$ cat config.mk
export PLATFORM = sky130hd
export DESIGN_NAME = sisc_fetch
export DESIGN_NICKNAME = d
export VERILOG_FILES = /design/src/rtl/sisc_pkg.sv /design/src/rtl/sisc_pc_next.sv /design/src/rtl/sisc_fetch.sv
export SDC_FILE = /design/constraint.sdc
export NUM_CORES = 1
export LEC_CHECK = 0
export ABC_AREA = 1
export CORE_AREA = 3 3 96 98
export DETAILED_ROUTE_END_ITERATION = 8
export DIE_AREA = 0 0 99 101
export PLACE_DENSITY = 0.83
export SYNTH_ARGS = -nofsm -noshare
export SYNTH_HDL_FRONTEND = slang
export SYNTH_SLANG_ARGS = --single-unit
$ cat constraint.sdc
create_clock -name clk -period 2.4 [get_ports clk]
set_input_delay 0.36 -clock clk [delete_from_list [all_inputs] [get_ports clk]]
set_output_delay 0.36 -clock clk [all_outputs]
set_load 0.1 [all_outputs]
$ cat src/rtl/sisc_pkg.sv
// Shared definitions for the SISC fetch stage: widths, opcode field layout
// and the fetch state encoding.
package sisc_pkg;

  localparam int PC_W_DEFAULT = 16;

  localparam int OPC_HI = 31;
  localparam int OPC_LO = 28;
  localparam logic [3:0] OP_HLT = 4'hF;

  typedef enum logic [1:0] {
    IDLE = 2'd0,
    REQ  = 2'd1,
    HOLD = 2'd2,
    HALT = 2'd3
  } fetch_state_e;

  function automatic logic is_hlt(input logic [31:0] word);
    return word[OPC_HI:OPC_LO] == OP_HLT;
  endfunction

endpackage

$ cat src/rtl/sisc_pc_next.sv
// Combinational next-PC selection: sequential, PC-relative or absolute branch,
// all wrapping modulo 2^PC_W.
module sisc_pc_next
  import sisc_pkg::*;
#(
  parameter int PC_W = PC_W_DEFAULT
) (
  input  logic [PC_W-1:0] pc_i,
  input  logic            br_taken_i,
  input  logic            br_rel_i,
  input  logic [15:0]     br_imm_i,
  output logic [PC_W-1:0] next_pc_o
);

  // Immediates widened to 32 bits so PC_W up to 32 can be sliced safely.
  logic [31:0]     imm_sext;
  logic [31:0]     imm_zext;
  logic [PC_W-1:0] pc_inc;
  logic [PC_W-1:0] pc_rel;

  assign imm_sext = {{16{br_imm_i[15]}}, br_imm_i};
  assign imm_zext = {16'h0000, br_imm_i};
  assign pc_inc   = pc_i + PC_W'(1);
  assign pc_rel   = pc_inc + imm_sext[PC_W-1:0];

  always_comb begin
    next_pc_o = pc_inc;
    if (br_taken_i) begin
      if (br_rel_i) next_pc_o = pc_rel;
      else          next_pc_o = imm_zext[PC_W-1:0];
    end
  end

endmodule

$ cat src/rtl/sisc_fetch.sv
// SISC instruction fetch stage: PC register, instruction-memory request,
// instruction register with valid/ready handoff and halt detection.
module sisc_fetch
  import sisc_pkg::*;
#(
  parameter int             PC_W     = PC_W_DEFAULT,
  parameter logic [PC_W-1:0] RESET_PC = '0
) (
  input  logic            clk,
  input  logic            rst,
  output logic            imem_req,
  output logic [PC_W-1:0] imem_addr,
  input  logic [31:0]     imem_rdata,
  input  logic            imem_ack,
  input  logic            instr_ready,
  input  logic            br_taken,
  input  logic            br_rel,
  input  logic [15:0]     br_imm,
  output logic [31:0]     instruction,
  output logic            instr_valid,
  output logic [PC_W-1:0] pc,
  output logic            halted
);

  fetch_state_e    state_q;
  logic [PC_W-1:0] pc_q;
  logic [31:0]     instr_q;
  logic            req_q;
  logic            valid_q;
  logic            halted_q;

  logic            hlt_word;
  logic            br_taken_eff;
  logic [PC_W-1:0] next_pc_d;

  // A branch request riding on a HLT word is dropped.
  assign hlt_word     = is_hlt(instr_q);
  assign br_taken_eff = br_taken & ~hlt_word;

  sisc_pc_next #(
    .PC_W(PC_W)
  ) u_pc_next (
    .pc_i      (pc_q),
    .br_taken_i(br_taken_eff),
    .br_rel_i  (br_rel),
    .br_imm_i  (br_imm),
    .next_pc_o (next_pc_d)
  );

  always_ff @(posedge clk) begin
    if (rst) begin
      state_q  <= IDLE;
      pc_q     <= RESET_PC;
      instr_q  <= 32'h0;
      req_q    <= 1'b0;
      valid_q  <= 1'b0;
      halted_q <= 1'b0;
    end else begin
      case (state_q)
        IDLE: begin
          state_q <= REQ;
          req_q   <= 1'b1;
        end
        REQ: begin
          if (imem_ack) begin
            instr_q <= imem_rdata;
            state_q <= HOLD;
            req_q   <= 1'b0;
            valid_q <= 1'b1;
          end
        end
        HOLD: begin
          if (instr_ready) begin
            pc_q    <= next_pc_d;
            valid_q <= 1'b0;
            if (hlt_word) begin
              state_q  <= HALT;
              halted_q <= 1'b1;
            end else begin
              state_q <= REQ;
              req_q   <= 1'b1;
            end
          end
        end
        HALT: begin
          state_q <= HALT;
        end
        default: begin
          state_q <= IDLE;
          req_q   <= 1'b0;
          valid_q <= 1'b0;
        end
      endcase
    end
  end

  assign imem_req    = req_q;
  assign imem_addr   = pc_q;
  assign instruction = instr_q;
  assign instr_valid = valid_q;
  assign pc          = pc_q;
  assign halted      = halted_q;

endmodule
# After elaboration in Yosys (flattened, before gate mapping)
# Cells that the tools add are included.
# classes
n_addsub	2
n_eq_ne	7
muxes	13
bitwise_logic	2
reduce_logical	9
# ops
operator	count
$mux 16	2
$add 16x1->16 const B	1
$add 16x16->16	1
$pmux 2 s4	1
$mux 2	3
$ne 2x2->1 const B	3
$reduce_and 2->1	3
$reduce_and 3->1	2
$mux 1	5
$eq 2x2->1 const B	2
$eq 4x4->1 const B	1
$reduce_and 4->1	1
$pmux 1 s3	1
$reduce_bool 3->1	1
$eq 2x1->1 const B	1
$logic_not 2->1	1
$pmux 1 s2	1
$reduce_bool 2->1	1
$and 1x1->1	1
$not 1->1	1
# word_totals
ff_bits	53
input_bits	54
out_inout_bits	67
wordCells	39

# Depth between registers and ports, before layout
# depth
word_depth	4
mapped_depth	21
ltp_nobuf	21

# By module
# From an unflattened synthesis, not the netlist that was laid out.
# hier_totals
cells_unflattened	551
area_unflattened_um2	3594.7
# modules_own_cells
module	instances	cells_each	area_per_inst_um2	seq_area_each_um2
sisc_fetch	1	260	2030.7	1061.0
sisc_pc_next	1	291	1564.0	0.0

# Least setup slack after synthesis
# Ideal clock, no wire load.
# synth_timing
path_type	register -> register
start	register pc_q[1], in the netlist imem_addr[1]
end	register pc_q[15], in the netlist imem_addr[15]
setup_ps	124
t_arrival_ps	3122
required_ps	2276
path_slack_ps	-847
stages_incl_launch_ff	19
cell_sequence	dfxtp_1 -> ha_1 -> nand2_1 -> nor2_4 -> nand2_4 -> nor2_4 -> nand3_1 -> and2_1 -> ha_1 -> nand2_1 -> inv_1 -> nand2_1 -> nand2_1 -> a21oi_1 -> nand2_1 -> nand3_1 -> nand3_1 -> nand2_1 -> a21oi_2
# synth_via
elab_chain_cells	4
# synth_lines
element	line_no	source
start, declared	sisc_fetch.sv:26	logic [PC_W-1:0] pc_q;
start signal, assigned	sisc_fetch.sv:74	pc_q <= next_pc_d;
$add 16x1->16 *	sisc_pc_next.sv:23	assign pc_inc = pc_i + PC_W'(1);
$add 16x16->16	sisc_pc_next.sv:24	assign pc_rel = pc_inc + imm_sext[PC_W-1:0];
$mux 16	sisc_pc_next.sv:29	if (br_rel_i) next_pc_o = pc_rel;
$mux 16 *	sisc_pc_next.sv:28	if (br_taken_i) begin
# Mark *: on every way between the ends. The rest lies on a longest branch, timed or not.
# A chain may end at the register's enable or synchronous reset.

# Worst setup path after layout
# layout_timing
start	register pc_q[6], in the netlist imem_addr[6]
end	register pc_q[15], in the netlist imem_addr[15]
# The elaborated chain is that of the path after synthesis.

==> flow_summary.json <==
{
  "status": "finished, violations left",
  "violations": "negative setup slack",
  "layout-drive-gt1-share_pct": 27.5,
  "final_nets": 729,
  "drt-total-wl_um": 11000,
  "grt_use_total_pct": 20.1,
  "clkTransAtPathRegs_ps": 110,
  "worst_pin_slew_ps": 592,
  "area_growth_pct": 44.5,
  "rsz0062_at_grt": "yes",
  "gr-total-overflow": 0,
  "cp.required_ps": 2610,
  "die_x_um": 99,
  "slowest_stage": "dfxtp_4",
  "r2r_end": "imem_addr[15]",
  "gp_congestion": 0.947,
  "setup_slack_ps": -82.3,
  "startpoint_type": "flop",
  "finalCriticalPeriod_ps": 2480,
  "slowest_delay_ps": 360,
  "coreArea_um2": 8550,
  "fin_util_pct": 59.5,
  "numCtsBuffers": 5,
  "initial_utilization_pct": 41.2,
  "timing.rr.start": "imem_addr[6]",
  "cts_tree": "yes",
  "grt_pass1_wl_um": 16600,
  "powerDensity_nw_per_um2": 483,
  "hold_viol": 0,
  "leakagePower_nw": 2.42,
  "antenna_found_initial": 0,
  "firstDrtPassIters": 5,
  "synth_seq_cells": 53,
  "crit_path_max_fanout": 4,
  "root_buffer": "clkbuf_8",
  "path_cells": "nand2_2 > inv_1 > nand2_2 > nor2_4 > nand2_4 > nor2_4 > nand2_1 > nand2_2 > and2_4 > ha_4 > nand2_4 > inv_2 > nand2_1 > nand2_1 > a21oi_2 > nand2_2 > nand3_1 > nand3_1 > nand2_1 > a21oi_2",
  "synth_edf_count": 0,
  "fmax_mhz": 403,
  "h-tree-depth": 2,
  "num_vias": 3985,
  "cp-endpoint": "imem_addr[15]",
  "rr_worst_depth": 20,
  "antenna_cells": 0,
  "drc": 0,
  "yosysTopAreaCell": "dfxtp_1",
  "num_rows": 34,
  "ys_warn_count": 0,
  "cp_data_arrival_time_ps": 2700,
  "io_buffer_count": 120,
  "synth.distinct_cells": 35,
  "reg2reg_slack_ps": -80,
  "endpoint_kind": "flop",
  "drt.antenna.violating_nets": 0,
  "holdBufCountCts": 0,
  "fillers": 765,
  "synthTopCellsByCount": "163 x nand2_1, 57 x a21oi_1, 53 x dfxtp_1",
  "netlist_top_cells_area": "dfxtp_1 30%, nand2_1 17%, a21oi_1 8.1%, ha_1 7.1%, inv_1 5.4%",
  "ir_drop_mv": 0.361,
  "hp-class": "reg2reg",
  "synthCells": 537,
  "wire_per_inst_um": 14.4,
  "finalCritPeriodShare_pct": 103,
  "fp.dieArea_um2": 10000,
  "syn-num-nets": 612,
  "detailed_place_hpwl_um": 7810,
  "pin_count": 121,
  "cts_num_sinks": 53,
  "startpoint": "imem_addr[6]",
  "hold_ws_ps": 470,
  "die-height_um": 101,
  "netlist_area_um2": 3520,
  "synth_top_area_share_pct": 30.1,
  "dr.first_iter.drc_count": 179,
  "setup_viol": 1,
  "synth-seq-area-share_pct": 30.1,
  "syn_avg_cell_area_um2": 6.56,
  "yosysMostFrequentCell": "nand2_1",
  "fin_skew_ps": 6.88,
  "tns_ps": -82.3,
  "grt_max_degree": 37,
  "clock_latency_ps": 310,
  "report.final.slew_viol_count": 0,
  "power_mw": 2.46,
  "synth_flop_cell": "dfxtp_1",
  "crit_type": "reg2reg",
  "vias_per_cell": 5.22,
  "drv_cap": 0,
  "grt_pass1_vias": 3682,
  "relSlewSlack_pct": 60.5,
  "clockBufferDepth": 2,
  "async_flop_share_pct": 0
}
[final cells by class]
class / instances / area (um^2) / area share [%]
Tap cell: 108 / 135 / 2.66
Sequential cell: 53 / 1110 / 21.7
Clock buffer: 6 / 82.6 / 1.62
Multi-Input combinational cell: 398 / 2330 / 45.9
Inverter: 52 / 195 / 3.84
Timing Repair Buffer: 144 / 1220 / 23.9
Clock inverter: 2 / 17.5 / 0.344
[report_power, final]
group	leakage, nW	switching (mW)	total, mW	internal, mW
clock network	0.0518	0.338	0.579	0.241
logic	1.92	0.640	0.924	0.283
registers	0.442	0.0366	0.952	0.916
[worst min-delay path by stage]
stage	start	endpoint	slack, ps	cells past startpoint
3_5_place_dp	instruction[17]	instruction[17]	460	2
4_1_cts	instruction[17]	instruction[17]	470	2
6_report	instruction[7]	instruction[7]	470	2
2_1_floorplan	imem_rdata[0]	instruction[0]	500	2
5_1_grt	instruction[7]	instruction[7]	490	2
3_3_place_gp	instruction[17]	instruction[17]	450	2
[metrics by stage]
stage / worst slack, ps / std cells / area [um^2]
after floorplan: 0.103 / 537 / 3630
after global placement: -12.9 / 745 / 4700
after detailed placement: -53.9 / 745 / 4700
after CTS: -12.5 / 755 / 4840
after global routing: -197 / 763 / 5090
final: -82.3 / 763 / 5090
[cell families after synthesis]
| logic type | after synthesis | synth area share (%) |
|---|---|---|
| AND/OR/NAND/NOR | 255 | 29.9 |
| AO/OA/AOI/OAI | 105 | 16.4 |
| buffers and inverters | 86 | 11.3 |
| flip-flops | 53 | 30.1 |
| adder cells (fa/ha/maj) | 21 | 7.68 |
| XOR/XNOR | 17 | 4.66 |
[cell usage in the layout, fill, tap and decap left out, drive strengths merged, types with 6 or more instances in the layout]
master and n:
nand2 170, buf 91, a21oi 61, clkdlybuf4s50 53, inv 53, nor2 53, dfxtp 53, o21ai 28
nand3 26, ha 20, xor2 12, a31oi 6, clkbuf 6
[repair_timing]
item	CTS	global route
buffers inserted	2	8
endpoints found under the setup margin	3	9
resized for setup	3	48
pin swaps	2	27
[registers in the layout (all words and copies together) (netlist names)]
name,cells
imem_req,1
halted,1
imem_addr,16
instr_valid,1
instruction,32
state_q,2
[critical path, delay by kind of cell, from the launching register on]
family | cells | cell delay, ps
fa+ha+maj | 1 | 220
compound gates | 2 | 200
simple gates | 15 | 1490
flops | 1 | 360
buf+inv | 2 | 100
[per-layer routing]
metal | global-route usage [%] | wire length, um
met5 | 0 | 0
met4 | 5.99 | 231
met3 | 5.19 | 1140
met2 | 35.7 | 5340
met1 | 23.9 | 4270
Note: power is estimated with default switching activity, not from simulation.
